## src/rtl/register_file_sb.sv

```systemverilog
// Integer register file with a pending-write scoreboard and writeback-to-read
// forwarding, so issue can detect RAW hazards directly from the read ports.
module register_file_sb #(
  parameter int XLEN     = 32,
  parameter int NUM_REGS = 32,
  parameter int ZERO_REG = 1
) (
  input  logic                        clk,
  input  logic                        rst_n,
  input  logic                        en,
  input  logic [XLEN-1:0]             register_file_data,
  input  logic [$clog2(NUM_REGS)-1:0] rd,
  input  logic [$clog2(NUM_REGS)-1:0] rs1_address,
  input  logic [$clog2(NUM_REGS)-1:0] rs2_address,
  output logic [XLEN-1:0]             rs1_data,
  output logic [XLEN-1:0]             rs2_data,
  output logic                        rs1_valid,
  output logic                        rs2_valid,
  input  logic                        reserve,
  input  logic [$clog2(NUM_REGS)-1:0] reserve_rd,
  output logic [NUM_REGS-1:0]         pending
);

  localparam int AW = $clog2(NUM_REGS);
  localparam bit HARD_ZERO = (ZERO_REG != 0);

  logic [XLEN-1:0]     regs_q [NUM_REGS];
  logic [NUM_REGS-1:0] pending_q;
  logic [NUM_REGS-1:0] pending_d;
  logic                wr_ok;

  assign wr_ok = en && !(HARD_ZERO && (rd == '0));

  // A reservation landing on the same edge as a writeback wins: the new producer owns the register.
  always_comb begin
    pending_d = pending_q;
    for (int i = 0; i < NUM_REGS; i++) begin
      if (reserve && (reserve_rd == AW'(i)) && !(HARD_ZERO && (i == 0))) begin
        pending_d[i] = 1'b1;
      end else if (en && (rd == AW'(i))) begin
        pending_d[i] = 1'b0;
      end
    end
  end

  always_ff @(posedge clk or negedge rst_n) begin
    if (!rst_n) begin
      pending_q <= '0;
      for (int i = 0; i < NUM_REGS; i++) begin
        regs_q[i] <= '0;
      end
    end else begin
      pending_q <= pending_d;
      if (wr_ok) begin
        regs_q[rd] <= register_file_data;
      end
    end
  end

  assign pending = pending_q;

  // Read priority: hardwired zero, then writeback bypass, then array with scoreboard.
  always_comb begin
    rs1_data  = regs_q[rs1_address];
    rs1_valid = ~pending_q[rs1_address];
    if (HARD_ZERO && (rs1_address == '0)) begin
      rs1_data  = '0;
      rs1_valid = 1'b1;
    end else if (en && (rd == rs1_address)) begin
      rs1_data  = register_file_data;
      rs1_valid = 1'b1;
    end
  end

  always_comb begin
    rs2_data  = regs_q[rs2_address];
    rs2_valid = ~pending_q[rs2_address];
    if (HARD_ZERO && (rs2_address == '0)) begin
      rs2_data  = '0;
      rs2_valid = 1'b1;
    end else if (en && (rd == rs2_address)) begin
      rs2_data  = register_file_data;
      rs2_valid = 1'b1;
    end
  end

endmodule

```

## config.mk

```make
export PLATFORM = sky130hd
export DESIGN_NAME = register_file_sb
export DESIGN_NICKNAME = d
export VERILOG_FILES = /design/src/rtl/register_file_sb.sv
export SDC_FILE = /design/constraint.sdc
export NUM_CORES = 2
export LEC_CHECK = 0
export CAP_MARGIN = 20
export CORE_ASPECT_RATIO = 0.6
export CORE_MARGIN = 3
export CORE_UTILIZATION = 45
export CTS_CLUSTER_DIAMETER = 100
export CTS_CLUSTER_SIZE = 24
export DETAILED_ROUTE_END_ITERATION = 10
export SYNTH_ARGS = -nofsm -noshare
export SYNTH_HDL_FRONTEND = slang
export SYNTH_SLANG_ARGS = --single-unit
```

## constraint.sdc

```tcl
create_clock -name clk -period 5.7 [get_ports clk]
set_input_delay 1.14 -clock clk [delete_from_list [all_inputs] [get_ports clk]]
set_output_delay 1.14 -clock clk [all_outputs]
set_load 0.02 [all_outputs]
```

==> flow_metrics.tcl <==
set metrics [dict create \
    status "finished clean" \
    grt_pass1_wl_mm 300 \
    slew_headroom_pct 21.4 \
    syn2layout_area_growth_pct 9.92 \
    total_power_uw 19300 \
    numCtsBuffers 49 \
    io_buffer_count 152 \
    critPathLaunch "rs1_address[1]" \
    ys_ff_latch 1055 \
    layout-drive-gt1-share_pct 47.1 \
    finalCriticalPeriod_ns 5.62 \
    drc 0 \
    clk_latency_ns 0.67 \
    yosysWarnings 0 \
    first_iter_violations 4809 \
    gr-total-overflow 0 \
    end_kind "output port" \
    cp_data_arrival_time_ns 4.48 \
    root_buffer "clkbuf_16" \
    coreArea_um2 125000 \
    wl_per_cell_um 36.8 \
    postCtsSetupBuffers 0 \
    antenna_found_initial 7 \
    yosys-top-cells-count "dfrtp_1 (1,055), mux2_2 (1,028), mux4_2 (438), clkbuf_1 (214), mux2i_1 (184)" \
    syn_avg_cell_area_um2 14.4 \
    critPathMaxFanout 53 \
    clock.fmax_mhz 178 \
    synth_fp_nets 4017 \
    seq_area_frac_synth_pct 46.4 \
    maxSlewViolCount 0 \
    gp_congestion 0.895 \
    yosysTopAreaCell "dfrtp_1" \
    vias_per_cell 6.87 \
    min_path_type "reg2reg" \
    clock_sinks 1055 \
    ios 154 \
    holdCritStartpoint "regs_q[1003]" \
    grt_pass1_vias 38300 \
    async_reset_ff_share_pct 100 \
    syn_inst 3961 \
    postCtsHoldBufs 0 \
    die_h_um 281 \
    clk_pin_slew_ns 0.10 \
    ant_nets 0 \
    synth.distinct_cells 65 \
    vias 39100 \
    r2r_slack_ns 4.87 \
    finalHoldViolCount 0 \
    synth_area_leaders "dfrtp_1 (46%), mux2_2 (20%), mux4_2 (17%), mux2i_1 (3.2%), clkbuf_1 (1.4%)" \
    worstSetupStartpointType "input pin" \
    worstMarginPinSlew_ns 1.17 \
    wirelength_mm 209 \
    syn_area_um2 56900 \
    finalClockSkew_ns 0 \
    synth_ff_type "dfrtp_1" \
    grt_max_degree 147 \
    grt_usage_pct 31.9 \
    hpwl_mm 134 \
    worstSetupPathType "in2out" \
    cts_tree "yes" \
    timing.rr.start "pending[16]" \
    timing.final.crit_share_pct 98.6 \
    fin_util_pct 50.1 \
    finalNonFillerCells 5693 \
    initial_utilization_pct 45.6 \
    cts_max_level 2 \
    setup-violations-final 0 \
    clock_path_buffers 3 \
    cp.required_ns 4.56 \
    firstDrtPassIters 5 \
    rows 100 \
    ir_worst_vdd_uv 230 \
    cap_violations 0 \
    setup_tns_ns 0 \
    dp.cells 5637 \
    synth_edf_count 0 \
    leakagePower_uw 0.0268 \
    dieArea_um2 131000 \
    ctsResizeCount 0 \
    synth_top_area_share_pct 46.4 \
    fp.dieW_um 465 \
    rsz0062_at_grt "false" \
    power_density_nw_per_um2 309 \
    synth.most_common_cell "dfrtp_1" \
    nNetsFinal 4061 \
]
-- final cells by class --
type | instances | area [um^2]
antenna | 4 | 10.0
clock buffer | 50 | 1230
clock inverter | 2 | 17.5
fill | 10700 | 62200
inverter | 13 | 50.0
multi-input combinational | 2451 | 28500
sequential | 1055 | 26400
tap | 1683 | 2110
timing repair buffer | 435 | 4180
-- metal layers --
layer  vias up  wire [um]  GRT usage [%]
li1      15400          -              -
met3       344      24300           10.0
met4         4       6780           9.32
met5         -         28              0
met1     21200      91600           48.1
met2      2195      86500           44.2
-- report_power, final --
| part | internal, uW | total [uW] | switching [uW] |
|---|---|---|---|
| Clock | 1550 | 4080 | 2520 |
| Combinational | 2900 | 5200 | 2300 |
| Sequential | 8900 | 10000 | 1130 |
-- layout by cell type (no fill, tap or decap), drive strengths merged, types with 5 or more instances in the layout --
cell type	synthesis	final
buf	228	311
a221oi	47	47
xnor2	10	10
a21oi	64	64
a211o	19	19
or2	9	9
and3	15	15
a211oi	21	21
mux4	438	438
nand2	63	63
o21ai	79	79
inv	13	14
a22oi	60	60
clkdlybuf4s50	0	124
o31ai	6	6
a221o	12	12
or3	6	6
o211ai	14	14
o22ai	84	84
a22o	31	31
nand2b	13	13
mux2i	184	184
nand3	30	30
nor2	85	85
nor2b	18	18
o2111ai	5	5
clkbuf	214	50
a32o	6	6
mux2	1029	1029
nor3	38	38
dfrtp	1055	1055
a2111oi	9	9
nor4	18	18
-- final timing paths --
check	to	cells past startpoint
worst max-delay path	rs1_data[28]	7
worst min-delay path	regs_q[1003]	0
worst max register to register	pending[16]	1
worst min register to register	regs_q[1003]	0
max in group asynchronous	regs_q[154]	2
min in group asynchronous	regs_q[574]	1
-- cells by family (layout without fill, tap and decap cells) --
kind of cell           after synthesis  in the layout  share of synthesized area (%)
AND/OR/NAND/NOR                    314            314                           2.75
buffers and inverters              455            500                           3.88
multiplexers                      1651           1651                           41.0
other                                1              5                        0.00659
flip-flops                        1055           1055                           46.4
XOR/XNOR                            10             10                          0.154
AO/OA/AOI/OAI                      475            475                           5.82
-- registers in the layout, indices dropped and copies added (netlist names) --
signal   flops
regs_q    1024
pending     31
-- metrics by stage --
step,area (um^2),setup WS (ns),hold slack (ns)
after CTS,62500,0.204,0.407
after global routing,62500,0.0802,0.418
after global placement,61200,0.144,0.380
after detailed placement,61300,0.213,0.382
final,62500,0.0811,0.406
after floorplan,56900,1.59,0.439
-- worst max-delay path: stages --
cell	delay, ns
buf_8	0.46
or3b_2	0.63
o22ai_1	0.18
nor4_1	0.86
nor3_1	0.10
nor2_1	0.31
clkdlybuf4s50_1	0.67
(Power assumes the default switching activity.)
